### config.mk
export PLATFORM = sky130hd
export DESIGN_NAME = seg7_scan_ctrl
export DESIGN_NICKNAME = d
export VERILOG_FILES = /design/src/rtl/seg7_scan_ctrl.sv
export SDC_FILE = /design/constraint.sdc
export NUM_CORES = 1
export LEC_CHECK = 0
export CORE_ASPECT_RATIO = 0.6
export CORE_MARGIN = 1.5
export CORE_UTILIZATION = 50
export DETAILED_ROUTE_END_ITERATION = 8
export MAX_ROUTING_LAYER = met4
export PLACE_DENSITY = 0.72
export SLEW_MARGIN = 40
export SYNTH_ARGS = -nofsm -noshare
export SYNTH_HDL_FRONTEND = slang
export SYNTH_SLANG_ARGS = --single-unit
export TNS_END_PERCENT = 20
### constraint.sdc
create_clock -name clk -period 5.8 [get_ports clk]
set_clock_uncertainty 0.1 [all_clocks]
set_input_delay 1.74 -clock clk [delete_from_list [all_inputs] [get_ports clk]]
set_output_delay 1.74 -clock clk [all_outputs]
set_load 0.1 [all_outputs]
### src/rtl/seg7_scan_ctrl.sv
// ============================================================================
// Module      : seg7_scan_ctrl
// Description : Time-multiplexed scan controller for a 4-digit seven-segment
//               display. Each digit slot is CLK_DIV cycles long and begins with
//               BLANK_CYC cycles of all-anodes-off. The display word is double
//               buffered (pending -> shadow) so digits only change at frame
//               boundaries.
//               Optional feature macro: LEADING_ZERO_BLANK_EN
//               (blanks leading zero digits 3..1 when their dp bit is clear).
// Revision    : 1.0 - initial release
// ============================================================================
`default_nettype none

module seg7_scan_ctrl #(
    parameter int CLK_DIV        = 50000,
    parameter int BLANK_CYC      = 500,
    parameter int SEG_ACTIVE_LOW = 1,
    parameter int AN_ACTIVE_LOW  = 1
) (
    input  logic        clk,
    input  logic        rst_n,
    input  logic        en,
    input  logic [15:0] disp,
    input  logic        disp_ld,
    input  logic [3:0]  dp_mask,
    output logic [3:0]  an,
    output logic [6:0]  seg,
    output logic        dp,
    output logic        frame_done
);

    localparam int               c_cnt_w     = (CLK_DIV > 1) ? $clog2(CLK_DIV) : 1;
    localparam logic [c_cnt_w-1:0] c_cnt_last  = c_cnt_w'(CLK_DIV - 1);
    localparam logic [c_cnt_w-1:0] c_cnt_blank = c_cnt_w'(BLANK_CYC);

    localparam logic [3:0] c_an_off  = (AN_ACTIVE_LOW  != 0) ? 4'hF  : 4'h0;
    localparam logic [6:0] c_seg_off = (SEG_ACTIVE_LOW != 0) ? 7'h7F : 7'h00;
    localparam logic       c_dp_off  = (SEG_ACTIVE_LOW != 0);

    localparam logic [0:0] c_st_idle = 1'b0;
    localparam logic [0:0] c_st_scan = 1'b1;

    // Shadow/pending are packed as {disp[15:0], dp_mask[3:0]}
    logic [0:0]         state_q,   state_d;
    logic [c_cnt_w-1:0] cnt_q,     cnt_d;
    logic [1:0]         digit_q,   digit_d;
    logic [19:0]        pending_q, pending_d;
    logic [19:0]        shadow_q,  shadow_d;
    logic [3:0]         an_q,      an_d;
    logic [6:0]         seg_q,     seg_d;
    logic               dp_q,      dp_d;

    logic               w_scan_run;
    logic               w_frame_end;
    logic               w_drive;
    logic               w_lz_blank;
    logic [3:0]         w_nib;
    logic [3:0]         w_an_onehot;

    // Active-high hex-to-segment decode, {g,f,e,d,c,b,a}
    function automatic logic [6:0] hex_decode(input logic [3:0] nib);
        logic [6:0] s;
        case (nib)
            4'h0: s = 7'h3F;
            4'h1: s = 7'h06;
            4'h2: s = 7'h5B;
            4'h3: s = 7'h4F;
            4'h4: s = 7'h66;
            4'h5: s = 7'h6D;
            4'h6: s = 7'h7D;
            4'h7: s = 7'h07;
            4'h8: s = 7'h7F;
            4'h9: s = 7'h6F;
            4'hA: s = 7'h77;
            4'hB: s = 7'h7C;
            4'hC: s = 7'h39;
            4'hD: s = 7'h5E;
            4'hE: s = 7'h79;
            default: s = 7'h71;
        endcase
        return s;
    endfunction

    assign w_scan_run  = (state_q == c_st_scan) && en;
    assign w_frame_end = w_scan_run && (cnt_q == c_cnt_last) && (digit_q == 2'd3);
    assign frame_done  = w_frame_end;

    // State, counters, buffers and registered display outputs
    always_ff @(posedge clk or negedge rst_n) begin
        if (!rst_n) begin
            state_q   <= c_st_idle;
            cnt_q     <= '0;
            digit_q   <= 2'd0;
            pending_q <= 20'h0;
            shadow_q  <= 20'h0;
            an_q      <= c_an_off;
            seg_q     <= c_seg_off;
            dp_q      <= c_dp_off;
        end else begin
            state_q   <= state_d;
            cnt_q     <= cnt_d;
            digit_q   <= digit_d;
            pending_q <= pending_d;
            shadow_q  <= shadow_d;
            an_q      <= an_d;
            seg_q     <= seg_d;
            dp_q      <= dp_d;
        end
    end

    // Next-state: enable starts scanning, dropping it returns to idle at once
    always_comb begin
        state_d = state_q;
        case (state_q)
            c_st_idle: if (en)  state_d = c_st_scan;
            c_st_scan: if (!en) state_d = c_st_idle;
            default:            state_d = c_st_idle;
        endcase
    end

    // Slot/digit sequencing and double-buffer transfers
    always_comb begin
        cnt_d     = cnt_q;
        digit_d   = digit_q;
        pending_d = pending_q;
        shadow_d  = shadow_q;

        if (disp_ld) begin
            pending_d = {disp, dp_mask};
        end

        if (state_q == c_st_idle) begin
            cnt_d   = '0;
            digit_d = 2'd0;
            if (en) begin
                shadow_d = pending_q;
            end
        end else if (!en) begin
            cnt_d   = '0;
            digit_d = 2'd0;
        end else begin
            if (cnt_q == c_cnt_last) begin
                cnt_d   = '0;
                digit_d = digit_q + 2'd1;
            end else begin
                cnt_d   = cnt_q + 1'b1;
            end
            // A strobe on the boundary cycle bypasses pending so it is not lost a frame
            if (w_frame_end) begin
                shadow_d = disp_ld ? {disp, dp_mask} : pending_q;
            end
        end
    end

    // Output pattern for the current counter value, registered one cycle later
    always_comb begin
        w_nib       = shadow_q[4 + 4*digit_q +: 4];
        w_an_onehot = 4'b0001 << digit_q;
        w_drive     = w_scan_run && (cnt_q >= c_cnt_blank);
`ifdef LEADING_ZERO_BLANK_EN
        case (digit_q)
            2'd3:    w_lz_blank = (shadow_q[19:16] == 4'h0)  && !shadow_q[3];
            2'd2:    w_lz_blank = (shadow_q[19:12] == 8'h0)  && !shadow_q[2];
            2'd1:    w_lz_blank = (shadow_q[19:8]  == 12'h0) && !shadow_q[1];
            default: w_lz_blank = 1'b0;
        endcase
`else
        w_lz_blank = 1'b0;
`endif
        an_d  = c_an_off;
        seg_d = c_seg_off;
        dp_d  = c_dp_off;
        if (w_drive && !w_lz_blank) begin
            an_d  = (AN_ACTIVE_LOW  != 0) ? ~w_an_onehot        : w_an_onehot;
            seg_d = (SEG_ACTIVE_LOW != 0) ? ~hex_decode(w_nib)  : hex_decode(w_nib);
            dp_d  = (SEG_ACTIVE_LOW != 0) ? ~shadow_q[digit_q]  : shadow_q[digit_q];
        end
    end

    assign an  = an_q;
    assign seg = seg_q;
    assign dp  = dp_q;

endmodule

`default_nettype wire

# After elaboration in Yosys (flattened, before gate mapping)
# Memories as Yosys holds them, arrays and structs flattened.
# Index checks and enable logic that the tools add are counted.
# classes
addsub,3
magnitude_cmp,2
eq_ne,4
shifts,2
muxes,18
bitwise_logic,3
reduce_logical,5
# op_table
operator,n
$mux W20,5
$mux W16,3
$shiftx A20 B6 Y4,1
$add A16 B1 Y16 const B,1
$eq A16 B16 Y1 const B,1
$ge A16 B9 Y1 const B,1
$mux W7,2
$not A7 Y7,1
$lt A2 B6 Y1 const B,1
$mux W2,3
$add A3 B4 Y5 const A,1
$logic_and A1 B1 Y1,4
$mux W4,1
$not A4 Y4,1
$shl A1 B2 Y4 const A,1
$mux W1,3
$ne A3 B2 Y1 const B,1
$add A2 B1 Y2 const B,1
$bmux W1 S2,1
$eq A2 B2 Y1 const B,1
$ne A2 B2 Y1 const B,1
$reduce_and A2 Y1,1
$not A1 Y1,1
# word_totals
reg_bits,71
mem_bits_ro,112
input_bits,24
n_memories,1
# mem_list
name,words,width,rd,rd_ports_with_merged_regs,wr,line,rtl
(name not given),16,7,1,0,0,63,case (nib)

# Logic depth before layout (Yosys ltp)
# Gate-level depths: netlist (run 1).
# depth
word_depth,6
ltp_mapped,7
ltp_nobuf,6

# Worst setup path before layout (run 1)
# No wires, ideal clock.
# synth_timing
path_type,input to output
startpoint,input port en
endpoint,output port frame_done
t_arrival_ns,3.522
slack_ns,0.438
cell_stages,4
path_buffers,2
path_cell_list,clkbuf_1 -> nand3_1 -> clkbuf_1 -> nor2_1
# synth_between
elab_chain_len,3
# synth_lines
element,line,rtl
"start, declared",22,"input logic en,"
$logic_and A1 B1 Y1,84,assign w_scan_run = (state_q == c_st_scan) && en;
$logic_and A1 B1 Y1 (2 in a row),85,assign w_frame_end = w_scan_run && (cnt_q == c_cnt_last) && (digit_q == 2'd3);
"end, declared",29,output logic frame_done
# No other way between the ends.

# Worst setup path after layout (run 1)
# Same ends and word-level chain as after synthesis.

==> results by group, run 1 <==
Status
  – Status: finished clean

Global route
  – Number of global-route vias before repair: around 2700
  – Initial antenna violation count: 0
  – Largest net degree at the start of global routing: between 40 and 50
  – First-pass GRT wire length: ~14000 um
  – Total grt overflow: 0
  – All-Layer GR Usage: 24.0%

Drt
  – Antenna Nets Post-Route: 0
  – Final wirelength: 8200 um
  – DR DRC count: 0
  – Routed vias/inst: 5.87
  – DR iter-0 viols: 229
  – Total number of vias: ~2700
  – Routed len/inst: 17.7 um
  – Pre-antenna DRT Iters: 4

Floorplanning
  – Row cnt: 23
  – IO Count: 37
  – Die Ht: between 60 and 70 um
  – Core ar.: roughly 6800 um2
  – Initial core utilization: 53.2%
  – Die X: 113 um
  – Die ar.: between 7000 and 8000 um2

Timing
  – Setup TNS: 0 ns
  – F_max: 207 MHz
  – Worst-Margin Slew: between 0.7 and 0.8 ns
  – Final Slew Violations: 0
  – RSZ-0062 raised after global routing: false
  – Worst rel slew slack: ~52%
  – Crit share post-route: roughly 83%
  – Hold Slack: approximately 0.42 ns
  – # setup viols final: 0
  – Min Tclk post-route: slightly below 5 ns
  – Final Hold Vio Count: 0

Critical path
  – Critical path peak fanout: 21
  – Startpoint types: primary input
  – WP data required: about 4 ns
  – Worst Path Arrival: around 3.0 ns
  – Crit Path Category: in2out
  – Critical Path End Type: output pin

CTS
  – Longest Clk Path Bufs: 2
  – CTS tree: yes
  – TritonCTS Buffers: 9
  – Skew-Pair Late Insertion Delay: approximately 0.33 ns
  – CTS root buf: clkbuf_16
  – # resized after CTS: 0
  – Hold-fix buffers at CTS: 0
  – # clock sinks: 71
  – Post-CTS Setup Repair Bufs: 0
  – Worst-path clk slew: 0.05 ns
  – CTS H-tree depth: 3

Yosys
  – Fraction of registers with async set/reset: 100%
  – Synth cell types: 37
  – Sequential-to-total area share from yosys stat: a little under 50%
  – Yosys warns: 0
  – Mux cell area share after synthesis: roughly a tenth
  – Synth Area in Compound Gates: approximately 9%
  – Mapped Avg Cell Area: 10.5 um2
  – Adder-Cell Fraction of Synth Area: just over 4%
  – Seq cells post-synth: between 70 and 80
  – Synth Area in XOR/XNOR: about 4%
  – Simple-gate area share of the yosys netlist: about a fifth
  – Largest family of logic cells by synthesized area: simple AND/OR/NAND/NOR gates
  – Post-Syn Nets: between 300 and 400
  – Primary FF master, synth: dfrtp_1
  – Post-Syn Area: between 3000 and 4000 um2
  – Number of flops mapped to enable cells by yosys: 0
  – Cells after Synth: around 350

Power and ir drop
  – Logic gate share of total power: between 10% and 20%
  – Pint: just over 0.0009 W
  – Net Sw Power: between 0.0003 and 0.0004 W
  – Lkg Pwr: around 1.7 nW
  – Switching Fraction: roughly a quarter
  – Clk network pwr share: a little under 40%
  – Sequential share of power: 46.3%
  – VDD IR max: ~170 uV
  – Pwr Density: between 200 and 300 nW/um2

Place
  – GPL Wtd Cong: 0.809
  – Post-DP HPWL: between 5000 and 6000 um
  – I/O Buffers: 36

Finish
  – Share of cells above drive strength 1: 20.7%
  – Antenna diodes: 0
  – Area grow syn2layout: 16.1%
  – Final #Nets: approximately 400
  – Fillers: roughly 550

Min path
  – Worst min-delay path class: reg2reg

Job
  – Number of max-cap violations: 0
stage by stage:
stage | total power [W] | setup slack, ns | std cells | instance area [um2] | util (%)
2_1_floorplan | 0.000690 | 0.438 | 347 | 3640 | -
3_3_place_gp | 0.000738 | 0.987 | 448 | 4020 | 58.7
3_5_place_dp | 0.000748 | 0.962 | 448 | 3960 | 57.9
4_1_cts | 0.00124 | 0.952 | 463 | 4220 | 61.6
5_1_grt | 0.00129 | 0.918 | 463 | 4230 | 61.7
6_report | 0.00123 | 0.980 | 463 | 4230 | 61.7
worst paths after layout:
path                                        start                      to  slack, ns  depth (start not counted)
max                                            en              frame_done       0.98                          5
min                            cnt_q[0]$_DFF_PN0_      cnt_q[0]$_DFF_PN0_       0.42                          1
max reg2reg                digit_q[0]$_DFFE_PN0P_        seg[3]$_DFF_PN1_       3.42                          5
min reg2reg                    cnt_q[0]$_DFF_PN0_      cnt_q[0]$_DFF_PN0_       0.42                          1
max in group asynchronous                   rst_n       state_q$_DFF_PN0_       3.22                          2
min in group asynchronous                   rst_n  pending_q[4]$_DFF_PN0_       1.36                          1
routing by layer:
| metal | track usage [%] | wire (um) | vias to the layer above | part of all wire [%] |
|---|---|---|---|---|
| met5 | - | 0 | - | 0 |
| met4 | 8.47 | 125 | 0 | 1.5 |
| met3 | 8.27 | 650 | 9 | 7.9 |
| met2 | 32.1 | 3560 | 105 | 43 |
| met1 | 33.8 | 3870 | 1319 | 47 |
| li1 | - | - | 1284 | - |
cell type report:
cell class	instances	area, um2	share of cell area (%)
clock buffers	14	254	6.01
flip-flops and latches	71	1790	42.4
multi-input cells	243	1710	40.5
repair buffers	40	330	7.81
well taps	87	109	2.57
clock inverters	1	5.00	0.118
inverters	7	26.3	0.621
cell usage in the layout, fill, tap and decap left out, drive strengths merged, types with 3 or more instances in the layout:
cell           instances
dfrtp                 59
dfstp                 12
nand2                 15
nand2b                22
o22ai                 20
o21ai                  5
and3                   4
clkbuf                14
nor2                  17
xor2                  14
xnor2                  3
mux4                   6
ha                    12
a21oi                 25
mux2                  21
nor3                  41
o211ai                 3
nand3                 13
nand4                  4
and4                   4
inv                    7
buf                   19
clkdlybuf4s50         21
kinds of logic (layout without fill, tap and decap cells):
family,count (synthesis),after routing
compound gates,57,57
xor+xnor,17,17
fa+ha+maj,12,12
buf+inv,33,62
flops,71,71
mux,27,27
simple gates,130,130
flip-flops by register name, indices dropped and copies added, names as in the netlist:
signal and count:
an 4, cnt_q 16, state_q 1, digit_q 2
dp 1, seg 7, pending_q 20, shadow_q 20
cell usage after synthesis, types with 2 or more instances:
master,count,area [um2]
o22ai_1,20,125
o21ai_0,3,15.0
nor3b_1,2,15.0
inv_1,7,26.3
and4_1,4,35.0
nor3_1,41,205
dfrtp_1,59,1480
nor2_1,17,63.8
nand3_1,13,65.1
clkbuf_1,15,56.3
and3_1,4,25.0
xor2_1,14,123
a21oi_1,25,125
nand4_1,4,25.0
mux4_2,6,135
o211ai_1,3,22.5
buf_2,8,40.0
buf_6,2,22.5
nand2b_1,22,138
dfstp_2,12,315
xnor2_1,3,26.3
nand2_1,15,56.3
o21ai_1,2,10.0
mux2_2,21,236
ha_1,12,150
or3_1,2,12.5
critical path: stages:
cell	delay (ns)
clkdlybuf4s50_1	0.49
nand3_1	0.09
buf_4	0.24
nor2_1	0.20
buf_12	0.20
power groups by stage:
| stage | Clock (W) | Combinational, W | Sequential (W) |
|---|---|---|---|
| floorplan | 0 | 0.000126 | 0.000563 |
| global placement | 0 | 0.000164 | 0.000574 |
| detailed placement | 0 | 0.000170 | 0.000578 |
| CTS | 0.000501 | 0.000171 | 0.000570 |
| global route | 0.000522 | 0.000193 | 0.000576 |
| finish | 0.000491 | 0.000171 | 0.000571 |
(Power assumes the default switching activity.)
==> inputs of run 2 (changes only) <==
--- a/config.mk
+++ b/config.mk
@@ -10,7 +10,7 @@
 export CORE_UTILIZATION = 50
 export DETAILED_ROUTE_END_ITERATION = 8
 export MAX_ROUTING_LAYER = met4
-export PLACE_DENSITY = 0.72
+export PLACE_DENSITY = 0.74
 export SLEW_MARGIN = 40
 export SYNTH_ARGS = -nofsm -noshare
 export SYNTH_HDL_FRONTEND = slang
==> constraint.sdc (replaced) <==
create_clock -name clk -period 4.3 [get_ports clk]
set_clock_uncertainty 0.1 [all_clocks]
set_input_delay 1.29 -clock clk [delete_from_list [all_inputs] [get_ports clk]]
set_output_delay 1.29 -clock clk [all_outputs]
set_load 0.1 [all_outputs]
==> results by group, run 2 (synthesis results as in run 1) <==
Status
  – Status: finished clean

CTS
  – CTS root buf: clkbuf_16
  – Hold-fix buffers at CTS: 0 (unchanged)
  – Post-CTS Setup Repair Bufs: 0 (unchanged)
  – CTS H-tree depth: 3 (unchanged)
  – CTS tree: yes
  – # resized after CTS: 0 (unchanged)
  – # clock sinks: 71 (unchanged)
  – Worst-path clk slew: 0.06 ns (about the same)
  – Longest Clk Path Bufs: 2 (unchanged)
  – TritonCTS Buffers: 9 (unchanged)
  – Skew-Pair Late Insertion Delay: 0.34 ns (about the same)

Timing
  – Hold Slack: 0.420 ns (+0.00219 ns)
  – F_max: between 200 and 300 MHz
  – Min Tclk post-route: between 3 and 4 ns
  – Final Slew Violations: 0 (unchanged)
  – RSZ-0062 raised after global routing: false
  – Worst rel slew slack: 43.7% (-8.7 points)
  – Worst-Margin Slew: 0.844 ns (+0.131 ns)
  – # setup viols final: 0 (unchanged)
  – Crit share post-route: slightly below 90%
  – Final Hold Vio Count: 0 (unchanged)
  – Setup TNS: 0 ns (unchanged)

Drt
  – DR iter-0 viols: 278 (+21%)
  – Routed len/inst: 18.2 um (+2.5%)
  – DR DRC count: 0 (unchanged)
  – Total number of vias: 2784 (+2.5%)
  – Final wirelength: 8520 um (+3.8%)
  – Routed vias/inst: 5.94 (+1.2%)
  – Pre-antenna DRT Iters: 5 (+1)
  – Antenna Nets Post-Route: 0 (unchanged)

Place
  – Placed instance area: 4000 um2 (+0.98%)
  – Post-DP HPWL: 5520 um (+4.0%)
  – GPL Wtd Cong: 0.831 (+2.8%)
  – I/O Buffers: 36 (unchanged)

Global route
  – Largest net degree at the start of global routing: 29 (-33%)
  – Total grt overflow: 0 (unchanged)
  – First-pass GRT wire length: 14100 um (+1.3%)
  – Number of global-route vias before repair: 2783 (+4.2%)
  – Initial antenna violation count: 0 (unchanged)
  – All-Layer GR Usage: 24.1% (+0.16 points)

Min path
  – Hold path endpoint: cnt_q[0]$_DFF_PN0_
  – Hold path start: cnt_q[0]$_DFF_PN0_
  – Worst min-delay path class: reg2reg
  – Hold path cells: 1 (unchanged)

Finish
  – Share of cells above drive strength 1: 22.0% (+1.2 points)
  – Most frequent cells in the layout: dfrtp_1, nor3_1, a21oi_1
  – Leading cell type in the layout, fill and taps excluded: dfrtp_1
  – Antenna diodes: 0 (unchanged)
  – Post-route cell area: 4330 um2 (+2.4%)
  – Area grow syn2layout: 18.9%
  – Final #Nets: 413 (+1.2%)
  – Biggest regs: pending_q x20, shadow_q x20, cnt_q x16

Floorplanning
  – Initial core utilization: 53.2% (unchanged)
  – Die ar.: 7820 um2 (unchanged)
  – IO Count: 37 (unchanged)
  – Core ar.: 6850 um2 (unchanged)
  – Die X: 113 um (unchanged)
  – Row cnt: 23 (unchanged)
  – Die Ht: 69.1 um (unchanged)

Critical path
  – Crit Path Category: in2out
  – Worst Path Arrival: 2.38 ns (-0.60 ns)
  – RR Startpoint: cnt_q[0]$_DFF_PN0_
  – Worst r2r dst: cnt_q[15]$_DFF_PN0_
  – Critical Path End Type: output pin
  – Critical path peak fanout: 2 (-90%)
  – Startpoint types: primary input
  – Flop-to-flop setup slack: 1.73 ns (-1.69 ns)
  – Worst reg2reg path depth: 6 (+1)
  – WP data required: 2.91 ns (-1.05 ns)

Power and ir drop
  – Power, Total: 0.00180 W (+46%)
  – Pwr Density: 417 nW/um2 (+43%)
  – VDD IR max: 245 uV (+46%)
  – Lkg Pwr: 1.73 nW (+3.3%)

Job
  – Number of max-cap violations: 0 (unchanged)
-- run 2: power by group --
part | switching, W | total [W] | leakage (nW) | internal, W
Sequential | 0.0000443 | 0.000766 | 0.858 | 0.000721
Combinational | 0.000117 | 0.000235 | 0.713 | 0.000118
Clock | 0.000280 | 0.000803 | 0.156 | 0.000523
Total | 0.000441 | 0.00180 | 1.73 | 0.00136
-- run 2: area by class of cell --
cell class	count	area (um2)
inverters	7	26.3
well taps	87	109
clock inverters	5	81.3
multi-input cells	243	1700
repair buffers	45	373
clock buffers	11	243
fillers	553	2520
flip-flops and latches	71	1790
-- run 2: per-stage QoR --
stage	util, %	worst slack [ns]	cells
3_5_place_dp	58.4	0.524	453
6_report	63.2	0.526	469
3_3_place_gp	59.3	0.529	453
5_1_grt	63.2	0.487	469
2_1_floorplan	-	0.297	347
4_1_cts	63.2	0.514	469
-- run 2: worst max-delay path, stage by stage --
cell	delay (ns)
clkdlybuf4s50_1	0.50
nand3_1	0.18
nor2_2	0.21
buf_12	0.20
-- run 2: how the worst max path moves through the flow --
stage	start	end	slack (ns)
after detailed placement	en	frame_done	0.52
final	en	frame_done	0.53
after global placement	en	frame_done	0.53
after global routing	en	frame_done	0.49
after CTS	en	frame_done	0.51
after floorplan	en	frame_done	0.30
-- run 2: per-layer routing --
metal,GRT usage (%),vias up,share of wire (%)
met5,-,-,0
met4,7.50,0,1.1
met3,7.48,12,6.6
met2,34.4,103,45
met1,33.2,1366,48
li1,-,1303,-
